===== src/rtl/iris_axil_if.sv =====
// AXI-Lite bus bundle between the Iris load/store initiator and its memory responder.
interface iris_axil_if #(
  parameter int DATA_WIDTH = 24,
  parameter int ADDR_WIDTH = 16
);
  logic                      m_awvalid;
  logic                      m_awready;
  logic [ADDR_WIDTH-1:0]     m_awaddr;
  logic [2:0]                m_awprot;
  logic                      m_wvalid;
  logic                      m_wready;
  logic [DATA_WIDTH-1:0]     m_wdata;
  logic [DATA_WIDTH/8-1:0]   m_wstrb;
  logic                      m_bvalid;
  logic                      m_bready;
  logic [1:0]                m_bresp;
  logic                      m_arvalid;
  logic                      m_arready;
  logic [ADDR_WIDTH-1:0]     m_araddr;
  logic [2:0]                m_arprot;
  logic                      m_rvalid;
  logic                      m_rready;
  logic [DATA_WIDTH-1:0]     m_rdata;
  logic [1:0]                m_rresp;

  modport master (
    output m_awvalid, m_awaddr, m_awprot, m_wvalid, m_wdata, m_wstrb, m_bready,
           m_arvalid, m_araddr, m_arprot, m_rready,
    input  m_awready, m_wready, m_bvalid, m_bresp, m_arready, m_rvalid, m_rdata, m_rresp
  );

  modport slave (
    input  m_awvalid, m_awaddr, m_awprot, m_wvalid, m_wdata, m_wstrb, m_bready,
           m_arvalid, m_araddr, m_arprot, m_rready,
    output m_awready, m_wready, m_bvalid, m_bresp, m_arready, m_rvalid, m_rdata, m_rresp
  );
endinterface


===== src/rtl/iris_axil_initiator.sv =====
// Single-outstanding AXI-Lite master turning core load/store requests into AW/W/B or AR/R transfers.
// Optional saturating statistics counters: define IRIS_AXIL_INITIATOR_STATS_EN.
module iris_axil_initiator #(
  parameter int DATA_WIDTH = 24,
  parameter int ADDR_WIDTH = 16,
  parameter int STAT_WIDTH = 16
) (
  input  logic                    clk,
  input  logic                    rst_n,
  input  logic                    req_valid,
  output logic                    req_ready,
  input  logic                    req_we,
  input  logic [ADDR_WIDTH-1:0]   req_addr,
  input  logic [DATA_WIDTH-1:0]   req_wdata,
  input  logic [DATA_WIDTH/8-1:0] req_be,
  output logic                    rsp_valid,
  input  logic                    rsp_ready,
  output logic [DATA_WIDTH-1:0]   rsp_rdata,
  output logic                    rsp_err,
  iris_axil_if.master             bus,
  output logic [STAT_WIDTH-1:0]   stat_wr_cnt,
  output logic [STAT_WIDTH-1:0]   stat_rd_cnt,
  output logic [STAT_WIDTH-1:0]   stat_err_cnt
);

  typedef enum logic [2:0] {IDLE, WADDR, WRESP, RADDR, RDATA, RSP} state_t;

  state_t state;
  logic   aw_done;
  logic   w_done;
  logic   aw_hs;
  logic   w_hs;

  // SLVERR (10) and DECERR (11) are errors; OKAY and EXOKAY are success.
  function automatic logic resp_is_err(input logic [1:0] resp);
    return (resp == 2'b10) || (resp == 2'b11);
  endfunction

  assign aw_hs        = bus.m_awvalid && bus.m_awready;
  assign w_hs         = bus.m_wvalid && bus.m_wready;
  assign bus.m_awprot = 3'b000;
  assign bus.m_arprot = 3'b000;

  always_ff @(posedge clk or negedge rst_n) begin
    if (!rst_n) begin
      state         <= IDLE;
      aw_done       <= 1'b0;
      w_done        <= 1'b0;
      req_ready     <= 1'b0;
      rsp_valid     <= 1'b0;
      rsp_rdata     <= '0;
      rsp_err       <= 1'b0;
      bus.m_awvalid <= 1'b0;
      bus.m_awaddr  <= '0;
      bus.m_wvalid  <= 1'b0;
      bus.m_wdata   <= '0;
      bus.m_wstrb   <= '0;
      bus.m_bready  <= 1'b0;
      bus.m_arvalid <= 1'b0;
      bus.m_araddr  <= '0;
      bus.m_rready  <= 1'b0;
    end else begin
      case (state)
        IDLE: begin
          if (req_ready && req_valid) begin
            req_ready <= 1'b0;
            if (req_we) begin
              bus.m_awvalid <= 1'b1;
              bus.m_wvalid  <= 1'b1;
              bus.m_awaddr  <= req_addr;
              bus.m_wdata   <= req_wdata;
              bus.m_wstrb   <= req_be;
              state         <= WADDR;
            end else begin
              bus.m_arvalid <= 1'b1;
              bus.m_araddr  <= req_addr;
              state         <= RADDR;
            end
          end else begin
            req_ready <= 1'b1;
          end
        end
        WADDR: begin
          // AW and W complete independently; leave once both have been seen.
          if (aw_hs) begin
            bus.m_awvalid <= 1'b0;
            aw_done       <= 1'b1;
          end
          if (w_hs) begin
            bus.m_wvalid <= 1'b0;
            w_done       <= 1'b1;
          end
          if ((aw_done || aw_hs) && (w_done || w_hs)) begin
            aw_done      <= 1'b0;
            w_done       <= 1'b0;
            bus.m_bready <= 1'b1;
            state        <= WRESP;
          end
        end
        WRESP: begin
          if (bus.m_bvalid) begin
            bus.m_bready <= 1'b0;
            rsp_valid    <= 1'b1;
            rsp_rdata    <= '0;
            rsp_err      <= resp_is_err(bus.m_bresp);
            state        <= RSP;
          end
        end
        RADDR: begin
          if (bus.m_arready) begin
            bus.m_arvalid <= 1'b0;
            bus.m_rready  <= 1'b1;
            state         <= RDATA;
          end
        end
        RDATA: begin
          if (bus.m_rvalid) begin
            bus.m_rready <= 1'b0;
            rsp_valid    <= 1'b1;
            rsp_rdata    <= bus.m_rdata;
            rsp_err      <= resp_is_err(bus.m_rresp);
            state        <= RSP;
          end
        end
        RSP: begin
          if (rsp_ready) begin
            rsp_valid <= 1'b0;
            req_ready <= 1'b1;
            state     <= IDLE;
          end
        end
        default: state <= IDLE;
      endcase
    end
  end

`ifdef IRIS_AXIL_INITIATOR_STATS_EN
  logic wr_fin;
  logic rd_fin;
  logic err_fin;

  function automatic logic [STAT_WIDTH-1:0] sat_inc(input logic [STAT_WIDTH-1:0] v);
    return (&v) ? v : v + 1'b1;
  endfunction

  // Events coincide with the RSP-entry edge of the FSM above.
  assign wr_fin  = (state == WRESP) && bus.m_bvalid;
  assign rd_fin  = (state == RDATA) && bus.m_rvalid;
  assign err_fin = (wr_fin && resp_is_err(bus.m_bresp)) || (rd_fin && resp_is_err(bus.m_rresp));

  always_ff @(posedge clk or negedge rst_n) begin
    if (!rst_n) begin
      stat_wr_cnt  <= '0;
      stat_rd_cnt  <= '0;
      stat_err_cnt <= '0;
    end else begin
      if (wr_fin)  stat_wr_cnt  <= sat_inc(stat_wr_cnt);
      if (rd_fin)  stat_rd_cnt  <= sat_inc(stat_rd_cnt);
      if (err_fin) stat_err_cnt <= sat_inc(stat_err_cnt);
    end
  end
`else
  assign stat_wr_cnt  = '0;
  assign stat_rd_cnt  = '0;
  assign stat_err_cnt = '0;
`endif

endmodule


===== src/flat_wrapper.sv =====
// flat-port wrapper written by rule: the top's interface ports become plain ports
module iris_axil_initiator_flat 
#(
  parameter int DATA_WIDTH = 24,
  parameter int ADDR_WIDTH = 16,
  parameter int STAT_WIDTH = 16
)
  (clk, rst_n, req_valid, req_ready, req_we, req_addr, req_wdata, req_be, rsp_valid, rsp_ready, rsp_rdata, rsp_err, stat_wr_cnt, stat_rd_cnt, stat_err_cnt, bus_m_awvalid, bus_m_awaddr, bus_m_awprot, bus_m_wvalid, bus_m_wdata, bus_m_wstrb, bus_m_bready, bus_m_arvalid, bus_m_araddr, bus_m_arprot, bus_m_rready, bus_m_awready, bus_m_wready, bus_m_bvalid, bus_m_bresp, bus_m_arready, bus_m_rvalid, bus_m_rdata, bus_m_rresp);
  iris_axil_if #(.DATA_WIDTH(DATA_WIDTH), .ADDR_WIDTH(ADDR_WIDTH)) bus_i ();
  input  logic clk;
  input  logic rst_n;
  input  logic req_valid;
  output logic req_ready;
  input  logic req_we;
  input  logic [ADDR_WIDTH-1:0] req_addr;
  input  logic [DATA_WIDTH-1:0] req_wdata;
  input  logic [DATA_WIDTH/8-1:0] req_be;
  output logic rsp_valid;
  input  logic rsp_ready;
  output logic [DATA_WIDTH-1:0] rsp_rdata;
  output logic rsp_err;
  output logic [STAT_WIDTH-1:0] stat_wr_cnt;
  output logic [STAT_WIDTH-1:0] stat_rd_cnt;
  output logic [STAT_WIDTH-1:0] stat_err_cnt;
  output wire logic [$bits(bus_i.m_awvalid)-1:0] bus_m_awvalid;
  output wire logic [$bits(bus_i.m_awaddr)-1:0] bus_m_awaddr;
  output wire logic [$bits(bus_i.m_awprot)-1:0] bus_m_awprot;
  output wire logic [$bits(bus_i.m_wvalid)-1:0] bus_m_wvalid;
  output wire logic [$bits(bus_i.m_wdata)-1:0] bus_m_wdata;
  output wire logic [$bits(bus_i.m_wstrb)-1:0] bus_m_wstrb;
  output wire logic [$bits(bus_i.m_bready)-1:0] bus_m_bready;
  output wire logic [$bits(bus_i.m_arvalid)-1:0] bus_m_arvalid;
  output wire logic [$bits(bus_i.m_araddr)-1:0] bus_m_araddr;
  output wire logic [$bits(bus_i.m_arprot)-1:0] bus_m_arprot;
  output wire logic [$bits(bus_i.m_rready)-1:0] bus_m_rready;
  input wire logic [$bits(bus_i.m_awready)-1:0] bus_m_awready;
  input wire logic [$bits(bus_i.m_wready)-1:0] bus_m_wready;
  input wire logic [$bits(bus_i.m_bvalid)-1:0] bus_m_bvalid;
  input wire logic [$bits(bus_i.m_bresp)-1:0] bus_m_bresp;
  input wire logic [$bits(bus_i.m_arready)-1:0] bus_m_arready;
  input wire logic [$bits(bus_i.m_rvalid)-1:0] bus_m_rvalid;
  input wire logic [$bits(bus_i.m_rdata)-1:0] bus_m_rdata;
  input wire logic [$bits(bus_i.m_rresp)-1:0] bus_m_rresp;
  assign bus_m_awvalid = bus_i.m_awvalid;
  assign bus_m_awaddr = bus_i.m_awaddr;
  assign bus_m_awprot = bus_i.m_awprot;
  assign bus_m_wvalid = bus_i.m_wvalid;
  assign bus_m_wdata = bus_i.m_wdata;
  assign bus_m_wstrb = bus_i.m_wstrb;
  assign bus_m_bready = bus_i.m_bready;
  assign bus_m_arvalid = bus_i.m_arvalid;
  assign bus_m_araddr = bus_i.m_araddr;
  assign bus_m_arprot = bus_i.m_arprot;
  assign bus_m_rready = bus_i.m_rready;
  assign bus_i.m_awready = bus_m_awready;
  assign bus_i.m_wready = bus_m_wready;
  assign bus_i.m_bvalid = bus_m_bvalid;
  assign bus_i.m_bresp = bus_m_bresp;
  assign bus_i.m_arready = bus_m_arready;
  assign bus_i.m_rvalid = bus_m_rvalid;
  assign bus_i.m_rdata = bus_m_rdata;
  assign bus_i.m_rresp = bus_m_rresp;
  iris_axil_initiator #(.DATA_WIDTH(DATA_WIDTH), .ADDR_WIDTH(ADDR_WIDTH), .STAT_WIDTH(STAT_WIDTH)) u_core (.clk(clk), .rst_n(rst_n), .req_valid(req_valid), .req_ready(req_ready), .req_we(req_we), .req_addr(req_addr), .req_wdata(req_wdata), .req_be(req_be), .rsp_valid(rsp_valid), .rsp_ready(rsp_ready), .rsp_rdata(rsp_rdata), .rsp_err(rsp_err), .bus(bus_i), .stat_wr_cnt(stat_wr_cnt), .stat_rd_cnt(stat_rd_cnt), .stat_err_cnt(stat_err_cnt));
endmodule

===== config.mk =====
export PLATFORM = sky130hd
export DESIGN_NAME = iris_axil_initiator_flat
export DESIGN_NICKNAME = d
export VERILOG_FILES = /design/src/rtl/iris_axil_if.sv /design/src/rtl/iris_axil_initiator.sv /design/src/flat_wrapper.sv
export SDC_FILE = /design/constraint.sdc
export NUM_CORES = 1
export LEC_CHECK = 0
export BUFFER_PORTS_ARGS = -buffer_cell sky130_fd_sc_hd__buf_2
export CORE_MARGIN = 8
export CORE_UTILIZATION = 45
export CTS_CLUSTER_DIAMETER = 80
export CTS_CLUSTER_SIZE = 40
export DETAILED_ROUTE_END_ITERATION = 16
export HOLD_SLACK_MARGIN = 0.15
export PLACE_DENSITY = 0.92
export RECOVER_POWER = 100
export SYNTH_ARGS = -nofsm -noshare
export SYNTH_HDL_FRONTEND = slang
export SYNTH_SLANG_ARGS = --single-unit

===== constraint.sdc =====
create_clock -name clk -period 2.2 [get_ports clk]
set_clock_uncertainty 0.05 [all_clocks]
set_input_delay 0.22 -clock clk [delete_from_list [all_inputs] [get_ports clk]]
set_output_delay 0.22 -clock clk [all_outputs]
set_load 0.05 [all_outputs]

==> results.md <==
* Number of different library cells in the post-synthesis netlist at 33
* Most frequent standard cell in the layout excluding fill and tap cells: sky130_fd_sc_hd__dfrtp_1
* Initial antenna violation count at 1
* Buffers & Inverters on Critical Path at 0
* Maximum buffer depth of the clock tree at 2
* Power per Cell Area at 1672 nW/µm²
* Final HPWL DP at 7780 µm
* Standard cell with the maximum stage delay on the critical path: sky130_fd_sc_hd__mux2_1
* Ratio of routed vias to standard cells at 4.732
* Synthesized-area fraction occupied by ao, oa, aoi and oai cells at 9.182%
* Max-cap violation count at 0
* Dominant combinational cell family by area after synthesis: multiplexers
* Share of the clock period used by the worst path at 86.30%
* Run status: finished, final reports clean
* Area growth from synthesis to final layout at 36.08%
* Hold Violations, Final at 0
* CP arrival at 2.07 ns
* Total number of vias at 3194
* Worst-Skew Late Latency at 0.34 ns
* Biggest cell delay along the critical path at 0.46 ns
* Fraction of synthesized cell area in xor and xnor cells at 0%
* Post-route minimum period at 1.899 ns
* Worst IR drop on VDD at 0.8582 mV
* Path category of the worst min-delay check: input port to register
* Crit-path cells: nand2_1 -> nor4_4 -> nand2_4 -> mux2_1
* Required arrival time at the worst endpoint at 2.37 ns
* Number of buffer cells added on primary ports at 169
* GRT Total Usage at 17.84%
* Flops & latches, synth at 96
* Number of routed nets with antenna violations at 0
* Starting density of the core at 45.93%
* Total Negative Setup Slacks at 0 ns
* Initial DRC Count at 104
* Top library cells by usage in the layout, fill and taps aside: 96 x sky130_fd_sc_hd__dfrtp_1, 93 x sky130_fd_sc_hd__clkbuf_1, 76 x sky130_fd_sc_hd__buf_2
* H-tree depth at 3
* Category of the worst setup path capture point: register
* Fraction of final layout cells sized beyond drive strength 1 at 26.82%
* GRT Residual Overflow at 0
* Buffer count from post-CTS setup fixing at 0
* Sequential fraction of the synthesis area at 56.87%
* Routed wire length per instance at 17.17 µm
* # DRC at 0
* Average size of a mapped cell at 13.50 µm²
* Unrepaired setup endpoints after global routing: no
* Worst Tran Pin Value at 1.243 ns
* Flop-to-flop setup slack at 0.30 ns
* Final number of setup-violating endpoints at 0
* Sink count of the clock tree at 96
* Number of buffers created by CTS at 9
* Top cell family by delay on the critical path: simple AND/OR/NAND/NOR gates
* Type of the setup path with the least slack: register to register
* Share of synthesized area spent on multiplexers at 17.00%
* Number of global-route vias before repair at 3462
* Fill cell total of the finished layout at 783
* Pin count of the biggest net entering global routing at 52
* Die Height at 112.9 µm
* Basic-gate share of the synthesized area counting and, or, nand and nor cells at 3.910%
* Post-Synth Adder-Cell Area at 0%
* Hold Worst Slack at 0.1756 ns
* Area of the placeable core at 9196 µm²
* Fmax at 526.7 MHz
* Detailed-route wire length at 11590 µm
* CTS tree: yes
* Total die area at 12740 µm²
* Io pins at 226
* Wire length of the first global-routing pass at 18310 µm
* Worst Setup Start Kind: register
* Cells after Synth at 313
* First-pass iteration count of the detailed router at 4
* Cell Rows at 35
* Weighted congestion at the end of routability-driven global placement at 0.8088
* Total power after layout at 9.613 mW
* Nets at 639
* Root Driver: sky130_fd_sc_hd__clkbuf_8
* LEAKAGE at 2.741 nW
* Netlist Area Pre-Place at 4224 µm²
* Chip width at 112.9 µm
* Clock-pin slew on the worst setup and hold paths at 0.09 ns
* Count of final max-slew check failures at 0
* Synth warn at 0
* Remaining max-slew budget at the tightest pin at 17.13%
* Crit-path max FO at 44
==> cells in the mapped netlist, drive strengths merged <==
cell type,count,share of area [%]
clkbuf,2,0.18
a21o,2,0.36
a22o,24,5.0
a211oi,1,0.18
dfrtp,96,57
mux2i,2,0.47
o31ai,3,0.53
o21bai,1,0.18
nor3b,1,0.18
a31oi,4,0.59
and3b,1,0.21
and2b,1,0.18
o22a,2,0.41
mux2,59,17
o21ai,4,0.47
o211ai,1,0.18
nand2,12,1.2
nor2,7,0.62
inv,3,0.27
nor2b,1,0.15
nand3,1,0.12
buf,68,12
and3,1,0.15
nor4,1,0.50
nand3b,2,0.36
nor4b,1,0.21
conb,1,0.089
a21oi,11,1.3
==> stage by stage <==
stage | util, % | cell area [µm²] | instances | setup slack (ns)
detailed placement | 53.71 | 4940 | 583 | 0.3427
global route | 62.50 | 5748 | 675 | 0.1225
finish | 62.50 | 5748 | 675 | 0.3014
global placement | 53.71 | 4940 | 583 | 0.4026
floorplan | - | 4423 | 366 | 0.2082
CTS | 64.12 | 5897 | 674 | 0.1268
==> path summary, 6_finish.rpt <==
kind / from / to / cells past startpoint
worst max-delay path: u_core.req_ready / u_core.bus.m_wdata[2] / 4
worst min-delay path: bus_m_bvalid / u_core.state[1] / 4
worst max register to register: u_core.req_ready / u_core.bus.m_wdata[2] / 4
worst min register to register: u_core.rsp_err / u_core.rsp_err / 2
max in group asynchronous: rst_n / u_core.bus.m_araddr[2] / 3
min in group asynchronous: rst_n / u_core.bus.m_araddr[10] / 2
==> final cells by class <==
class                      count  area (µm²)  area share (%)
sequential                    96        2402           41.79
antenna                        1       2.502         0.04354
clock inverter                 5       65.06           1.132
inverter                       3       11.26          0.1959
timing repair buffer         251        1541           26.82
clock buffer                  11       141.4           2.460
multi-input combinational    197        1445           25.14
tap                          111       138.9           2.416
==> state kept, by name (all words and copies together), names as in the netlist <==
name and cells:
u_core.bus.m_wdata 24, u_core.rsp_rdata 24, u_core.bus.m_araddr 16, u_core.bus.m_awaddr 16, u_core.bus.m_wstrb 3, u_core.state 3
u_core.aw_done 1, u_core.bus.m_arvalid 1, u_core.bus.m_awvalid 1, u_core.bus.m_bready 1, u_core.bus.m_rready 1, u_core.bus.m_wvalid 1
u_core.req_ready 1, u_core.rsp_err 1, u_core.rsp_valid 1, u_core.w_done 1
==> worst min-delay path: stages <==
cell	delay (ns)
sky130_fd_sc_hd__buf_2	0.09
sky130_fd_sc_hd__mux2i_1	0.08
sky130_fd_sc_hd__nand2_1	0.07
sky130_fd_sc_hd__o21ai_0	0.07
==> kinds of logic (layout without fill, tap and decap cells) <==
logic type / count (synthesis) / after routing
buf+inv: 73 / 270
simple gates: 29 / 29
compound gates: 53 / 53
other cells: 1 / 55
flops: 96 / 96
mux: 61 / 61
==> power breakdown <==
| group | internal (mW) | switching [mW] |
|---|---|---|
| clock | 0.567 | 0.610 |
| combinational | 1.25 | 4.11 |
| sequential | 2.60 | 0.478 |
| total | 4.41 | 5.20 |
==> metal layers <==
metal | GRT usage [%] | routed length (µm)
met5 | 0 | 0
met4 | 5.684 | 172
met3 | 7.029 | 1133
met2 | 31.96 | 6004
met1 | 18.81 | 4276
==> what timing repair did <==
action                                  4_1_cts  5_1_grt
hold buffers                                 75        0
endpoints found under the hold margin       141        0
gates resized for setup                       0        1
endpoints found under the setup margin        0        1
(Power assumes the default switching activity.)
